### config.mk
export PLATFORM = sky130hd
export DESIGN_NAME = multicycle_cu
export DESIGN_NICKNAME = d
export VERILOG_FILES = /design/src/rtl/cu_pkg.sv /design/src/rtl/cu_decode.sv /design/src/rtl/multicycle_cu.sv
export SDC_FILE = /design/constraint.sdc
export NUM_CORES = 1
export LEC_CHECK = 0
export ABC_AREA = 0
export CORE_MARGIN = 8
export CORE_UTILIZATION = 35
export DETAILED_ROUTE_END_ITERATION = 12
export PLACE_DENSITY = 0.75
export SLEW_MARGIN = 20
export SYNTH_ARGS = -nofsm -noshare
export SYNTH_HDL_FRONTEND = slang
export SYNTH_SLANG_ARGS = --single-unit
### constraint.sdc
create_clock -name clk -period 4.3 [get_ports clk]
set_input_delay 0.86 -clock clk [delete_from_list [all_inputs] [get_ports clk]]
set_output_delay 0.86 -clock clk [all_outputs]
set_load 0.01 [all_outputs]
### src/rtl/cu_pkg.sv
// Shared control-unit constants: FSM state codes, instruction classes and control-field encodings.
// Used by both the single-cycle and multicycle control units. Purely declarative, so no latency or backpressure.
package cu_pkg;

    typedef enum logic [2:0] {
        S_FETCH    = 3'd0,
        S_DECODE   = 3'd1,
        S_EXEC     = 3'd2,
        S_MEM      = 3'd3,
        S_WB       = 3'd4,
        S_MDU_WAIT = 3'd5
    } state_e;

    typedef enum logic [4:0] {
        CLS_NOP, CLS_ADDU, CLS_SUBU, CLS_ORI, CLS_LW, CLS_LB, CLS_SW, CLS_BEQ,
        CLS_LUI, CLS_JAL, CLS_JR, CLS_SLL, CLS_SLT,
        CLS_MULT, CLS_MULTU, CLS_DIV, CLS_DIVU
    } cls_e;

    localparam logic [5:0] OP_RTYPE = 6'h00;
    localparam logic [5:0] OP_JAL   = 6'h03;
    localparam logic [5:0] OP_BEQ   = 6'h04;
    localparam logic [5:0] OP_ORI   = 6'h0d;
    localparam logic [5:0] OP_LUI   = 6'h0f;
    localparam logic [5:0] OP_LB    = 6'h20;
    localparam logic [5:0] OP_LW    = 6'h23;
    localparam logic [5:0] OP_SW    = 6'h2b;

    localparam logic [5:0] FN_SLL   = 6'h00;
    localparam logic [5:0] FN_JR    = 6'h08;
    localparam logic [5:0] FN_MULT  = 6'h18;
    localparam logic [5:0] FN_MULTU = 6'h19;
    localparam logic [5:0] FN_DIV   = 6'h1a;
    localparam logic [5:0] FN_DIVU  = 6'h1b;
    localparam logic [5:0] FN_ADDU  = 6'h21;
    localparam logic [5:0] FN_SUBU  = 6'h23;
    localparam logic [5:0] FN_SLT   = 6'h2a;

    localparam logic [3:0] NPC_NORMAL = 4'd0;
    localparam logic [3:0] NPC_BRANCH = 4'd1;
    localparam logic [3:0] NPC_J      = 4'd2;
    localparam logic [3:0] NPC_JR     = 4'd3;

    localparam logic [3:0] DM_W = 4'd0;
    localparam logic [3:0] DM_B = 4'd1;
    localparam logic [3:0] DM_H = 4'd2;

    localparam logic [3:0] GRF_NORMAL = 4'd0;
    localparam logic [3:0] GRF_LINK   = 4'd1;

    localparam logic [3:0] EXT_ZERO = 4'd0;
    localparam logic [3:0] EXT_SIGN = 4'd1;
    localparam logic [3:0] EXT_LUI  = 4'd2;

    localparam logic [3:0] ALU_ADD   = 4'd0;
    localparam logic [3:0] ALU_SUB   = 4'd1;
    localparam logic [3:0] ALU_OR    = 4'd2;
    localparam logic [3:0] ALU_SLL   = 4'd3;
    localparam logic [3:0] ALU_SLT   = 4'd4;
    localparam logic [3:0] ALU_PASSB = 4'd5;

    localparam logic [3:0] CMP_NONE = 4'd0;
    localparam logic [3:0] CMP_EQ   = 4'd1;

    localparam logic [2:0] RIN_ALU   = 3'd0;
    localparam logic [2:0] RIN_DMOUT = 3'd1;
    localparam logic [2:0] RIN_PC    = 3'd2;

    localparam logic [2:0] RA3_RD = 3'd0;
    localparam logic [2:0] RA3_RT = 3'd1;
    localparam logic [2:0] RA3_RA = 3'd2;

    localparam logic [2:0] SRCB_REG   = 3'd0;
    localparam logic [2:0] SRCB_IMM   = 3'd1;
    localparam logic [2:0] SRCB_SHAMT = 3'd2;

    function automatic logic is_mdu(input cls_e c);
        return (c == CLS_MULT) || (c == CLS_MULTU) || (c == CLS_DIV) || (c == CLS_DIVU);
    endfunction

    function automatic logic is_div(input cls_e c);
        return (c == CLS_DIV) || (c == CLS_DIVU);
    endfunction

endpackage

### src/rtl/cu_decode.sv
// Combinational opcode/funct to instruction-class decode; zero latency, no backpressure.
// MDU encodings decode only when MULTICYCLE_MDU_EN is defined, otherwise they fall to nop.
module cu_decode
    import cu_pkg::*;
(
    input  logic [5:0] opcode_i,
    input  logic [5:0] funcode_i,
    output cls_e       cls_o
);

    always_comb begin
        cls_o = CLS_NOP;
        case (opcode_i)
            OP_RTYPE: begin
                case (funcode_i)
                    FN_ADDU:  cls_o = CLS_ADDU;
                    FN_SUBU:  cls_o = CLS_SUBU;
                    FN_SLL:   cls_o = CLS_SLL;
                    FN_SLT:   cls_o = CLS_SLT;
                    FN_JR:    cls_o = CLS_JR;
`ifdef MULTICYCLE_MDU_EN
                    FN_MULT:  cls_o = CLS_MULT;
                    FN_MULTU: cls_o = CLS_MULTU;
                    FN_DIV:   cls_o = CLS_DIV;
                    FN_DIVU:  cls_o = CLS_DIVU;
`endif
                    default:  cls_o = CLS_NOP;
                endcase
            end
            OP_ORI:  cls_o = CLS_ORI;
            OP_LW:   cls_o = CLS_LW;
            OP_LB:   cls_o = CLS_LB;
            OP_SW:   cls_o = CLS_SW;
            OP_BEQ:  cls_o = CLS_BEQ;
            OP_LUI:  cls_o = CLS_LUI;
            OP_JAL:  cls_o = CLS_JAL;
            default: cls_o = CLS_NOP;
        endcase
    end

endmodule

### src/rtl/multicycle_cu.sv
// Multicycle MIPS control FSM (FETCH/DECODE/EXEC/MEM/WB/MDU_WAIT); outputs are combinational from state.
// FETCH and MEM stall on mem_ready; optional MDU wait state enabled by MULTICYCLE_MDU_EN.
module multicycle_cu
    import cu_pkg::*;
#(
    parameter int MUL_CYCLES = 5,
    parameter int DIV_CYCLES = 10
) (
    input  logic       clk,
    input  logic       reset,
    input  logic [5:0] opcode,
    input  logic [5:0] funcode,
    input  logic       CMPOut,
    input  logic       mem_ready,
    output logic [2:0] state,
    output logic       PCWrite,
    output logic       IRWrite,
    output logic [3:0] NPCOP,
    output logic       IorD,
    output logic       mem_req,
    output logic       MemWrite,
    output logic [3:0] DMOP,
    output logic       RegWrite,
    output logic [3:0] GRFOP,
    output logic [3:0] EXTOP,
    output logic [3:0] ALUOP,
    output logic [3:0] CMPOP,
    output logic [2:0] RegInSel,
    output logic [2:0] RegAdd3Sel,
    output logic [2:0] SrcBSel,
    output logic       mdu_start,
    output logic       mdu_busy,
    output logic       instr_done
);

    localparam int MAX_CYC = (MUL_CYCLES > DIV_CYCLES) ? MUL_CYCLES : DIV_CYCLES;
    localparam int CW      = $clog2(MAX_CYC + 1);

    state_e        state_q, state_d;
    cls_e          cls_q, cls_d;
    cls_e          dec_cls, cur_cls;
    logic [CW-1:0] cnt_q, cnt_d;

    cu_decode u_decode (
        .opcode_i  (opcode),
        .funcode_i (funcode),
        .cls_o     (dec_cls)
    );

    // The class is only valid from the IR in DECODE; later states use the latched copy.
    assign cur_cls = (state_q == S_DECODE) ? dec_cls : cls_q;
    assign state   = state_q;

    always_ff @(posedge clk or negedge reset) begin
        if (!reset) begin
            state_q <= S_FETCH;
            cls_q   <= CLS_NOP;
            cnt_q   <= '0;
        end else begin
            state_q <= state_d;
            cls_q   <= cls_d;
            cnt_q   <= cnt_d;
        end
    end

    always_comb begin
        state_d = state_q;
        cls_d   = cls_q;
        cnt_d   = cnt_q;
        case (state_q)
            S_FETCH:  if (mem_ready) state_d = S_DECODE;
            S_DECODE: begin
                cls_d = dec_cls;
                case (dec_cls)
                    CLS_JAL, CLS_JR, CLS_NOP: state_d = S_FETCH;
                    default:                  state_d = S_EXEC;
                endcase
            end
            S_EXEC: begin
                case (cls_q)
                    CLS_BEQ:               state_d = S_FETCH;
                    CLS_LW, CLS_LB, CLS_SW: state_d = S_MEM;
                    default:               state_d = S_WB;
                endcase
`ifdef MULTICYCLE_MDU_EN
                if (is_mdu(cls_q)) begin
                    state_d = S_MDU_WAIT;
                    cnt_d   = is_div(cls_q) ? CW'(DIV_CYCLES) : CW'(MUL_CYCLES);
                end
`endif
            end
            S_MEM: begin
                if (mem_ready) state_d = (cls_q == CLS_SW) ? S_FETCH : S_WB;
            end
            S_WB: state_d = S_FETCH;
            S_MDU_WAIT: begin
                if (cnt_q <= CW'(1)) state_d = S_FETCH;
`ifdef MULTICYCLE_MDU_EN
                cnt_d = (cnt_q == '0) ? '0 : cnt_q - CW'(1);
`endif
            end
            default: state_d = S_FETCH;
        endcase
    end

    always_comb begin
        PCWrite    = 1'b0;
        IRWrite    = 1'b0;
        NPCOP      = NPC_NORMAL;
        IorD       = 1'b0;
        mem_req    = 1'b0;
        MemWrite   = 1'b0;
        DMOP       = DM_W;
        RegWrite   = 1'b0;
        GRFOP      = GRF_NORMAL;
        EXTOP      = EXT_ZERO;
        ALUOP      = ALU_ADD;
        CMPOP      = CMP_NONE;
        RegInSel   = RIN_ALU;
        RegAdd3Sel = RA3_RD;
        SrcBSel    = SRCB_REG;
        mdu_start  = 1'b0;
        mdu_busy   = 1'b0;
        instr_done = 1'b0;
        case (state_q)
            S_FETCH: begin
                mem_req = 1'b1;
                if (mem_ready) begin
                    IRWrite = 1'b1;
                    PCWrite = 1'b1;
                end
            end
            S_DECODE: begin
                case (cur_cls)
                    CLS_JAL: begin
                        PCWrite    = 1'b1;
                        NPCOP      = NPC_J;
                        RegWrite   = 1'b1;
                        RegInSel   = RIN_PC;
                        RegAdd3Sel = RA3_RA;
                        GRFOP      = GRF_LINK;
                        instr_done = 1'b1;
                    end
                    CLS_JR: begin
                        PCWrite    = 1'b1;
                        NPCOP      = NPC_JR;
                        instr_done = 1'b1;
                    end
                    CLS_NOP: instr_done = 1'b1;
                    default: ;
                endcase
            end
            S_EXEC: begin
                case (cur_cls)
                    CLS_SUBU: ALUOP = ALU_SUB;
                    CLS_SLT:  ALUOP = ALU_SLT;
                    CLS_SLL: begin
                        ALUOP   = ALU_SLL;
                        SrcBSel = SRCB_SHAMT;
                    end
                    CLS_ORI: begin
                        ALUOP   = ALU_OR;
                        SrcBSel = SRCB_IMM;
                    end
                    CLS_LUI: begin
                        ALUOP   = ALU_PASSB;
                        EXTOP   = EXT_LUI;
                        SrcBSel = SRCB_IMM;
                    end
                    CLS_LW, CLS_LB, CLS_SW: begin
                        EXTOP   = EXT_SIGN;
                        SrcBSel = SRCB_IMM;
                    end
                    CLS_BEQ: begin
                        ALUOP      = ALU_SUB;
                        EXTOP      = EXT_SIGN;
                        CMPOP      = CMP_EQ;
                        PCWrite    = CMPOut;
                        NPCOP      = NPC_BRANCH;
                        instr_done = 1'b1;
                    end
                    default: ;
                endcase
`ifdef MULTICYCLE_MDU_EN
                mdu_start = is_mdu(cur_cls);
`endif
            end
            S_MEM: begin
                mem_req  = 1'b1;
                IorD     = 1'b1;
                MemWrite = (cur_cls == CLS_SW);
                DMOP     = (cur_cls == CLS_LB) ? DM_B : DM_W;
                if (mem_ready && cur_cls == CLS_SW) instr_done = 1'b1;
            end
            S_WB: begin
                RegWrite   = 1'b1;
                instr_done = 1'b1;
                DMOP       = (cur_cls == CLS_LB) ? DM_B : DM_W;
                case (cur_cls)
                    CLS_LW, CLS_LB: begin
                        RegInSel   = RIN_DMOUT;
                        RegAdd3Sel = RA3_RT;
                    end
                    CLS_ORI, CLS_LUI: RegAdd3Sel = RA3_RT;
                    default:          RegAdd3Sel = RA3_RD;
                endcase
            end
            S_MDU_WAIT: begin
`ifdef MULTICYCLE_MDU_EN
                mdu_busy   = 1'b1;
                instr_done = (cnt_q <= CW'(1));
`endif
            end
            default: ;
        endcase
        // Strobes are forced low while reset is held so nothing fires during an abort.
        if (!reset) begin
            PCWrite    = 1'b0;
            IRWrite    = 1'b0;
            mem_req    = 1'b0;
            MemWrite   = 1'b0;
            RegWrite   = 1'b0;
            mdu_start  = 1'b0;
            mdu_busy   = 1'b0;
            instr_done = 1'b0;
        end
    end

endmodule
**Word-level counts from Yosys, hierarchy flattened**

Index checks and enable logic that the tools add are counted.

- Register bits: 8
- Input bits: 16
- Output and inout port bits: 45
- Word-level logic and storage cells: 102

- Equal/unequal tests: 34
- Multiplexer cells: 48
- Reductions and logical operators: 18

Operator list:

| cell | number |
|---|---|
| $eq A5 B3 Y1 const B | 8 |
| $eq A6 B6 Y1 const B | 6 |
| $eq A5 B4 Y1 const B | 7 |
| $pmux W4 S8 | 1 |
| $mux W1 | 25 |
| $pmux W2 S2 | 6 |
| $pmux W4 S5 | 1 |
| $eq A6 B4 Y1 const B | 3 |
| $pmux W3 S5 | 1 |
| $logic_not A6 Y1 | 2 |
| $mux W3 | 4 |
| $pmux W3 S4 | 1 |
| $eq A5 B2 Y1 const B | 2 |
| $logic_not A5 Y1 | 2 |
| $reduce_or A2 Y1 | 5 |
| $reduce_or A3 Y1 | 3 |
| $mux W2 | 4 |
| $reduce_or A4 Y1 | 2 |
| $eq A3 B2 Y1 const B | 2 |
| $eq A6 B2 Y1 const B | 1 |
| $eq A6 B3 Y1 const B | 1 |
| $pmux W3 S2 | 1 |
| $mux W5 | 1 |
| $reduce_or A5 Y1 | 1 |
| 9 further kinds | 10 |

**Longest topological paths before layout**

Gate-level depths: netlist of the first run.

- Word-level depth: 9
- Mapped depth: 8

**By module**

Synthesis of the first run repeated with hierarchy kept, for this count alone.

- Cell total of the unflattened synthesis: 159
- Area total of the unflattened synthesis: 1260.0 um^2

By module, submodules not included:

| module | times used | cells each | area an instance (um^2) | sequential area each (um^2) |
|---|---|---|---|---|
| multicycle_cu | 1 | 126 | 997.2 | 200.2 |
| cu_decode | 1 | 33 | 262.8 | 0.0 |

**Worst setup path after synthesis of the first run**

Ideal clock, no wire load.

- Path kind: input port to output port
- From: in opcode[2]
- To: out RegInSel[1]
- Data arrival time: 2.418 ns
- Required time: 3.440 ns
- Slack: 1.022 ns
- Stages on the path: 7
- Buffers on the path: 2
- Cells stage by stage: buf_2 -> nor3_2 -> nand4b_1 -> o21ai_1 -> nand3_1 -> nor3b_1 -> buf_4

- Word-level cells in the longest chain between the ends: 6

Ends and longest elaborated chain:

| element | line | RTL |
|---|---|---|
| start: declaration | multicycle_cu.sv:11 | `input logic [5:0] opcode,` |
| $eq A6 B2 Y1 (tied with other cells) | cu_decode.sv:13 | `case (opcode_i)` |
| $pmux W4 S8 * | cu_decode.sv:13 |  |
| $mux W5 * | -- |  |
| $eq A5 B4 Y1 * | multicycle_cu.sv:134 | `case (cur_cls)` |
| $mux W2 * | multicycle_cu.sv:134 |  |
| $pmux W2 S2 * | multicycle_cu.sv:125 | `case (state_q)` |
| end: declaration | multicycle_cu.sv:28 | `output logic [2:0] RegInSel,` |

Mark *: on every way between the ends. The rest lies on a longest branch, timed or not.

**Final worst setup path of the first run**

- From: in funcode[0]
- To: out RegAdd3Sel[0]

- Word-level cells in the longest chain between the ends: 8

Ends and longest elaborated chain:

| element | line | RTL |
|---|---|---|
| start: declaration | multicycle_cu.sv:12 | `input logic [5:0] funcode,` |
| $eq A6 B4 Y1 (tied with other cells) | cu_decode.sv:15 | `case (funcode_i)` |
| $pmux W4 S5 * | cu_decode.sv:15 |  |
| $pmux W4 S8 * | cu_decode.sv:13 |  |
| $mux W5 * | -- |  |
| $eq A5 B3 Y1 (tied with other cells) | multicycle_cu.sv:199 | `case (cur_cls)` |
| $reduce_or A4 Y1 (no source line) * | -- |  |
| $mux W1 * | multicycle_cu.sv:199 |  |
| $pmux W2 S2 * | multicycle_cu.sv:125 |  |
| end: declaration | multicycle_cu.sv:29 | `output logic [2:0] RegAdd3Sel,` |

Marked as above.

==> results of run 1 <==
sequential cells by signal (all words and copies together) (netlist names):
register	cells
cls_q	5
state	3
per-stage QoR:
step | total power [mW] | hold WS (ps) | area [um^2] | utilization [%] | cells
after global routing | 0.734 | 631 | 1750 | 53.2 | 249
after CTS | 0.662 | 570 | 1680 | 51.3 | 249
after global placement | 0.594 | 541 | 1660 | 50.6 | 246
after detailed placement | 0.599 | 557 | 1660 | 50.6 | 246
after floorplan | 0.406 | 498 | 1240 | - | 167
final | 0.671 | 565 | 1750 | 53.2 | 249
where the power goes:
group          internal, mW  total, mW  leakage [nW]  switching [mW]
logic                 0.234      0.482         0.672           0.248
clock network        0.0321     0.0595        0.0138          0.0274
registers            0.0989      0.130         0.104          0.0306
cells in the mapped netlist, types with 2 or more instances:
master	number	area [um^2]
buf_4	20	150
nor2_1	13	48.8
nand2_1	10	37.5
dfrtp_1	8	200
nand3_1	5	25.0
nor3b_1	5	37.5
o21a_1	5	37.5
o21ai_0	5	25.0
o21ai_1	5	25.0
a21oi_1	4	20.0
and2_1	4	25.0
nand2b_1	4	25.0
buf_2	3	15.0
nor4_1	3	18.8
xnor2_1	3	26.3
a21o_4	2	30.0
a31oi_1	2	12.5
nand3b_1	2	15.0
nand4b_1	2	17.5
nor2b_1	2	12.5
nor3_1	2	10.0
o211ai_2	2	25.0
o311a_1	2	20.0
or3_1	2	12.5
or3b_1	2	17.5
xor2_1	2	17.5
cell type report:
type	instances	area [um^2]	area share (%)
inverters	3	16.3	0.931
repair buffers	57	546	31.2
clock buffers	3	22.5	1.29
flip-flops and latches	8	200	11.5
well taps	46	57.6	3.29
multi-input cells	132	906	51.8
cells by family after synthesis:
kind of cell,share of synthesized area (%)
and+or+nand+nor,35.0
AOI/OAI and AO/OA,27.3
buffers and inverters,15.8
DFF,17.1
xor gates and xnor gates,3.73
muxes,0.853
other,0.320
critical path, stage by stage:
cell and delay [ps]:
clkdlybuf4s50_1 470, xor2_1 180, or3_1 320, o211a_4 250, a21o_4 220, inv_2 70
buf_4 120, nand3_1 80, o22ai_1 180, clkdlybuf4s50_1 560
layer usage:
layer	wire (um)	part of all wire (%)	vias to the layer above
li1	-	-	628
met1	1600	46	549
met2	1500	44	58
met3	329	9.5	3
met4	17	0.49	0
met5	0	0	-
final timing paths:
path	endpoint	slack (ps)	depth (start not counted)
max	RegAdd3Sel[0]	140	10
min	cls_q[3]	570	2
max reg2reg	state[1]	2340	6
min reg2reg	cls_q[3]	570	2
max in group asynchronous	state[2]	3140	2
min in group asynchronous	cls_q[3]	1020	2
what timing repair did:
| item | in CTS | in global routing |
|---|---|---|
| pin swaps | 0 | 0 |
| buffers inserted | 0 | 0 |
| endpoints found under the setup margin | 3 | 10 |
| resized for setup | 3 | 16 |
==> out/results.ini, run 1 <==
[finish]
syn2layout_area_growth_pct=48.9
final_cell_mix=32 x clkdlybuf4s50_1, 19 x conb_1, 16 x buf_4
antenna_cells=0
layout-drive-gt1-share_pct=21.2
final_common_cell=clkdlybuf4s50_1
fill_cells=318
final_nets=221

[placement]
port_buffers=41
dp_hpwl_um=2800
post-place-ws_ps=-14.5
gp_congestion=0.847

[grt]
antenna_found_initial=0
met1_usage_pct=17.2
use_met3_pct=4.50
overflow=0
grt_pass1_vias=1241
grt_max_degree=12
grt_pass1_wl_um=5770
grt_util_met2_pct=19.1
top_usage_layer=met2
grt_use_total_pct=13.0

[timing]
finalClockSkew_ps=2.91
finalHoldViolations=0
finalSetupTns_ps=0
fin_crit_ps=4160
maxSlewViolCount=0
clock.fmax_mhz=240
setup_ws_ps=139
fin_crit_sh_pct=96.8
setup_viol=0

[floorplanning]
fp.dieW_um=73.9
fp.dieH_um=73.9
core-area_um2=3280
row_count=21
ios=61
die_area_um2=5460
initial_utilization_pct=35.7

[hold_path]
hold_path_startpoint=cls_q[3]
hold_class=flip-flop to flip-flop

[route]
wl_um=3450
avgViaCountPerCell=4.97
wl_per_cell_um=13.9
dr.first_iter.drc_count=86
ant_nets=0
vias=1238
drtPass1Iterations=4
drc=0

[synth]
yosysWarnings=0
netlist_instances=149
ys_seq_elements=8
synth-edff-count=0
ys_seq_area_share_pct=17.1
synth_cell_types=56
post_synth.cell_area_avg_um2=7.88
async_flop_share_pct=100
syn-cell-area_um2=1170
synth-main-ff-cell=dfrtp_1

[outcome]
status=completed

[clock_tree]
cts_buffers=3
cts_tree=built
cts_max_level=1
clockBufferDepth=2
clock_sinks=8
clkLatencyLatePin_ps=260
cts_hold_buf=0
cts_root_buf=clkbuf_4
clk_pin_slew_worst_paths_ps=60

[pwr]
p_per_area_nw_per_um2=384
p_leak_nw=0.790
peakVddDrop_v=0.000318

[critical_path]
arrival_ps=3300
end_kind=output pin
critPathKind=input pin to output pin
cp.required_ps=3440
critPathLaunchType=input pin
crit_start=funcode[0]
path_max_fanout=4
r2r-start=state[0]

[job]
maxCapViolCount=0

Power figures use the tool's default switching activity.
==> run 2, diff against run 1 <==
--- a/config.mk
+++ b/config.mk
@@ -6,10 +6,12 @@
 export NUM_CORES = 1
 export LEC_CHECK = 0
 export ABC_AREA = 0
+export CAP_MARGIN = 20
 export CORE_MARGIN = 8
 export CORE_UTILIZATION = 35
 export DETAILED_ROUTE_END_ITERATION = 12
-export PLACE_DENSITY = 0.75
+export DONT_BUFFER_PORTS = 1
+export PLACE_DENSITY = 0.52
 export SLEW_MARGIN = 20
 export SYNTH_ARGS = -nofsm -noshare
 export SYNTH_HDL_FRONTEND = slang
==> run 2 against run 1 <==
Against the previous run:
- non-clock buffer count fell by 55
- highest routed layer unchanged
- via count fell by 15%
- sequential power rose by 5%
- sequential cell count did not move
- combinational power fell by 33%
- final cell count fell by 22%
- worst setup slack improved by 730 ps
- register-to-register slack got worse by 140 ps
- count of clock-buffer cells in the layout did not move
- wire length fell by 4.7%
- cell area fell by 33%
- first-iteration DRC count fell by 70%
==> out/results.ini, run 2 (same netlist as run 1, synthesis figures left out) <==
[finish]
final_nets=166  ; -25%
layout-drive-gt1-share_pct=14.2  ; -7.0 points
syn2layout_area_growth_pct=-0.533
seq_area_um2=200  ; unchanged
multi_input_area_um2=856  ; -5.5%
postLayoutCellArea_um2=1170  ; -33%
fill_cells=369  ; +16%
finalNonFillerCells=194  ; -22%
antenna_cells=0  ; unchanged
largest_register_ff_count=5  ; unchanged
final_cell_mix=19 x conb_1, 13 x nor2_1, 10 x nand2_1
largest_register=cls_q
final_common_cell=conb_1

[clock_tree]
clock_sinks=8  ; unchanged
cts_max_level=1  ; unchanged
cts_root_buf=clkbuf_4
clkLatencyLatePin_ps=260  ; about the same
clockBufferDepth=2  ; unchanged
post_cts_buffers=0  ; unchanged
clk_pin_slew_worst_paths_ps=50  ; about the same
cts_resized=0  ; -3
cts_buffers=3  ; unchanged
cts_hold_buf=0  ; unchanged
cts_tree=built

[critical_path]
path_max_fanout=11  ; +7
arrival_ps=2570  ; -730 ps
cp.required_ps=3440  ; about the same
critPathLaunchType=flip-flop
end_kind=output pin
critPathKind=flip-flop to output pin
max_stage_delay_ps=540  ; -20 ps
cp_slowest_cell=or3b_1
path_cells=or3b_1 > nor2_1 > o21ai_1 > a211oi_2 > and2_1 > o311a_1

[floorplanning]
ios=61  ; unchanged
core-area_um2=3280  ; unchanged
fp.dieH_um=73.9  ; unchanged
initial_utilization_pct=35.7  ; unchanged
fp.dieW_um=73.9  ; unchanged
die_area_um2=5460  ; unchanged
row_count=21  ; unchanged

[route]
avgViaCountPerCell=5.45  ; +9.6%
ant_nets=0  ; unchanged
wl_per_cell_um=16.9  ; +22%
drc=0  ; unchanged
drtPass1Iterations=4  ; unchanged
vias=1057  ; -15%
wl_um=3290  ; -4.7%
dr.first_iter.drc_count=26  ; -70%

[timing]
setup_viol=0  ; unchanged
finalSetupTns_ps=0  ; unchanged
clock.fmax_mhz=292  ; +21%
maxSlewViolCount=0  ; unchanged
fin_crit_sh_pct=79.7  ; -17 points
slew_headroom_pct=53.4
fin_crit_ps=3430  ; -734 ps
finalClockSkew_ps=0.597  ; -2.31 ps
rsz0062_at_grt=false
finalHoldViolations=0  ; unchanged
worst_slew_pin_slew_ps=689
setup_ws_ps=873  ; +734 ps

[hold_path]
hold_class=input pin to asynchronous set/reset pin

[outcome]
status=completed

[pwr]
p_leak_nw=0.458  ; -42%
peakVddDrop_v=0.000192  ; -40%
p_total_mw=0.520  ; -23%
p_per_area_nw_per_um2=446  ; +16%

[grt]
grt_use_total_pct=11.7  ; -1.3 points
grt_pass1_vias=1008  ; -19%
grt_max_degree=14  ; +2
antenna_found_initial=0  ; unchanged
grt_pass1_wl_um=5150  ; -11%
overflow=0  ; unchanged

[placement]
post-place-ws_ps=927  ; +941 ps
dp_hpwl_um=2700  ; -3.5%
place_inst=191  ; -22%
placed_cell_area_um2=1140  ; -31%
gp_congestion=0.781  ; -7.8%
port_buffers=0  ; -100%

[job]
maxCapViolCount=0  ; unchanged

-- run 2: cell count changes in the layout (fill, tap and decap cells not counted), moves of 2 or more --
cell,previous run,this run
o21ai_2,2,0
clkdlybuf4s50_1,32,0
nor4_1,1,3
buf_4,16,2
dlygate4sd2_1,2,0
dlymetal6s2s_1,7,0
-- run 2: routing by layer --
metal	track usage, %	wire [um]	vias up	share of wire, %
met2	17.3	1480	48	45
met5	0	0	-	0
met3	4.09	356	5	11
met1	15.2	1410	492	43
met4	4.43	37	0	1.1
li1	-	-	512	-
-- run 2: path summary, 6_finish.rpt --
kind | slack [ps] | from | cells past startpoint | to
setup reg to reg | 2200 | state[0] | 5 | state[1]
max in group asynchronous | 3940 | reset | 0 | cls_q[3]
hold / removal | 290 | reset | 0 | state[0]
hold reg to reg | 580 | cls_q[3] | 2 | cls_q[3]
setup / recovery | 870 | state[0] | 6 | PCWrite
min in group clk | 580 | cls_q[3] | 2 | cls_q[3]
-- run 2: report_power, final --
group | switching (mW) | internal (mW) | leakage [nW]
logic | 0.209 | 0.115 | 0.340
registers | 0.0378 | 0.0988 | 0.104
clock network | 0.0273 | 0.0321 | 0.0138
total | 0.274 | 0.246 | 0.458
-- run 2: worst max-delay path, delay by kind of cell, from the launching register on --
kind            cells  cell delay, ps
simple gates        3            1050
flops               1             530
compound gates      3             730
-- run 2: metrics by stage --
stage	utilization, %	hold slack (ps)
after floorplan	-	498
after global placement	34.9	535
after detailed placement	34.9	565
after CTS	35.5	291
after global routing	35.5	288
final	35.5	292
-- run 2: final cells by class --
type | instances | area share [%]
multi-input combinational | 132 | 73.3
inverter | 3 | 1.39
clock buffer | 3 | 1.93
sequential | 8 | 17.1
timing repair buffer | 2 | 1.29
tap | 46 | 4.93
==> run 3, diff against run 2 <==
--- a/config.mk
+++ b/config.mk
@@ -11,7 +11,7 @@
 export CORE_UTILIZATION = 35
 export DETAILED_ROUTE_END_ITERATION = 12
 export DONT_BUFFER_PORTS = 1
-export PLACE_DENSITY = 0.52
+export PLACE_DENSITY = 0.54
 export SLEW_MARGIN = 20
 export SYNTH_ARGS = -nofsm -noshare
 export SYNTH_HDL_FRONTEND = slang
==> constraint.sdc (replaced) <==
create_clock -name clk -period 3.05 [get_ports clk]
set_input_delay 0.61 -clock clk [delete_from_list [all_inputs] [get_ports clk]]
set_output_delay 0.61 -clock clk [all_outputs]
set_load 0.01 [all_outputs]
==> run 3 against run 2 <==
Against the previous run:
- total power grew 42%
- clock power grew 42%
- worst setup slack lost 710 ps
- non-clock buffer count grew 9
- die area is the same
- sequential power grew 40%
- wire length shrank 2.4%
- combinational power grew 44%
- global-route usage shrank 0.36 points
- cell area grew 6.2%
- register-to-register slack lost 1000 ps
- largest cell class unchanged
- highest routed layer unchanged
==> out/results.ini, run 3 (same netlist as run 1, synthesis figures left out) <==
[finish]
layout-drive-gt1-share_pct=20.4  ; +6.2 points
seq_area_um2=201  ; +0.62%
multi_input_area_um2=860  ; +0.44%
fill_cells=344  ; -6.8%
antenna_cells=0  ; unchanged
largest_register=cls_q
postLayoutCellArea_um2=1240  ; +6.2%
final_common_cell=conb_1
final_nets=175  ; +5.4%
largest_register_ff_count=5  ; unchanged
syn2layout_area_growth_pct=5.65
final_cell_mix=19 x conb_1, 13 x nor2_1, 11 x buf_4

[pwr]
internal-power_mw=0.355  ; +45%
clkPwrFrac_pct=11.4  ; about the same
power_frac_seq_pct=25.9  ; -0.4 points
peakVddDrop_v=0.000334  ; +74%
power.switching_mw=0.385  ; +40%
p_sw_share_pct=52.0  ; -0.71 points
p_leak_nw=0.508  ; +11%
combPwrFrac_pct=62.7  ; +0.4 points
p_total_mw=0.741  ; +42%
p_per_area_nw_per_um2=597  ; +34%

[critical_path]
cp_slowest_cell=or3b_1
cp_top_family=compound AO/OA/AOI/OAI gates
arrival_ps=2280  ; -290 ps
r2r-start=state[0]
path_depth=8  ; +2
critPathLaunchType=input pin
path_cells=nor3_4 > or3b_1 > o311a_2 > a21o_4 > clkinv_4 > o21ai_1 > a211oi_1 > buf_4
r2r-end=state[1]
max_stage_delay_ps=380  ; -160 ps
ff2ff_setup_slack_ps=1180  ; -1020 ps
critPathKind=input pin to output pin
path_max_fanout=8  ; -3
reg2reg_depth=5  ; unchanged
crit_buf_inv=2  ; +2
end_kind=output pin
cp.required_ps=2440  ; -1000 ps

[grt]
grt_pass1_vias=1010  ; +0.20%
antenna_found_initial=0  ; unchanged
grt_max_degree=14  ; unchanged
grt_use_total_pct=11.4  ; -0.36 points
grt_pass1_wl_um=4970  ; -3.4%
overflow=0  ; unchanged

[clock_tree]
cts_root_buf=clkbuf_4
clockBufferDepth=2  ; unchanged
cts_tree=built
cts_hold_buf=0  ; unchanged
clock_sinks=8  ; unchanged
cts_max_level=1  ; unchanged
clkLatencyLatePin_ps=260  ; about the same
cts_buffers=3  ; unchanged
clk_pin_slew_worst_paths_ps=60  ; about the same
post_cts_buffers=0  ; unchanged

[hold_path]
hold_class=input pin to asynchronous set/reset pin

[placement]
placed_cell_area_um2=1210  ; +5.9%
gp_congestion=0.806  ; +3.2%
post-place-ws_ps=186  ; -741 ps
port_buffers=0  ; unchanged
dp_hpwl_um=2660  ; -1.5%

[job]
maxCapViolCount=0  ; unchanged

[timing]
clock.fmax_mhz=346
finalSetupTns_ps=0  ; unchanged
fin_crit_sh_pct=94.8
fin_crit_ps=2890
finalHoldViolations=0  ; unchanged
setup_viol=0  ; unchanged
rsz0062_at_grt=false
finalClockSkew_ps=2.50  ; +1.91 ps
setup_ws_ps=158  ; -715 ps
maxSlewViolCount=0  ; unchanged

[floorplanning]
initial_utilization_pct=35.7  ; unchanged
core-area_um2=3280  ; unchanged
row_count=21  ; unchanged
ios=61  ; unchanged
die_area_um2=5460  ; unchanged
fp.dieW_um=73.9  ; unchanged
fp.dieH_um=73.9  ; unchanged

[route]
wl_per_cell_um=15.8  ; -6.8%
drc=0  ; unchanged
dr.first_iter.drc_count=46  ; +77%
ant_nets=0  ; unchanged
vias=1091  ; +3.2%
wl_um=3210  ; -2.4%
drtPass1Iterations=4  ; unchanged
avgViaCountPerCell=5.37  ; -1.4%

[outcome]
status=completed

==> run 3: cell types whose count changed in the layout (fill, tap and decap cells not counted) <==
cell / before / now
buf_4: 2 / 11
dfrtp_1: 8 / 7
dfrtp_2: 0 / 1
o21ai_1: 5 / 4
o21ai_2: 0 / 1
==> run 3: layout make-up <==
cell class	count	area share, %
Clock buffer	3	1.82
Inverter	3	1.31
Multi-Input combinational cell	132	69.3
Sequential cell	8	16.2
Tap cell	46	4.64
Timing Repair Buffer	11	6.66
==> run 3: power by group through the flow <==
stage | Clock (mW) | Sequential (mW) | Combinational [mW]
2_1_floorplan | 0 | 0.166 | 0.407
6_report | 0.0845 | 0.192 | 0.465
4_1_cts | 0.0896 | 0.189 | 0.457
3_3_place_gp | 0 | 0.191 | 0.448
5_1_grt | 0.0927 | 0.198 | 0.510
3_5_place_dp | 0 | 0.191 | 0.455
==> run 3: how the worst max path moves through the flow <==
stage                   start     endpoint  slack, ps
floorplan           opcode[2]  RegInSel[1]        270
global placement    opcode[5]     ALUOP[0]        140
detailed placement  opcode[5]     ALUOP[0]        190
CTS                  state[0]     ALUOP[0]         90
global route         state[2]     ALUOP[0]         20
finish              opcode[0]     ALUOP[0]        160
==> run 3: per-stage QoR <==
step | util [%] | hold slack (ps) | instances
6_report | 37.8 | 41.6 | 203
5_1_grt | 37.8 | 28.2 | 203
4_1_cts | 37.6 | 31.2 | 203
3_5_place_dp | 36.9 | 315 | 200
3_3_place_gp | 36.9 | 315 | 200
2_1_floorplan | - | 314 | 167
==> run 3: layer usage <==
layer  up-vias  track usage (%)  wire [um]
met5         -                0          0
met4         0             3.99         26
met3         2             3.41        341
met2        51             18.0       1490
met1       507             14.2       1350
li1        531                -          -
==> run 3: worst reg2reg max path, delay by kind of cell, from the launching register on <==
kind	cells	cell delay, ps
buffers and inverters	1	120
AND/OR/NAND/NOR	1	430
flip-flops	1	470
AO/OA/AOI/OAI	2	410
multiplexers	1	350
==> run 3: repair_timing <==
item                                    in CTS  in global routing
gates resized for setup                      0                  2
endpoints found under the hold margin        0                  0
endpoints found under the setup margin       0                  2
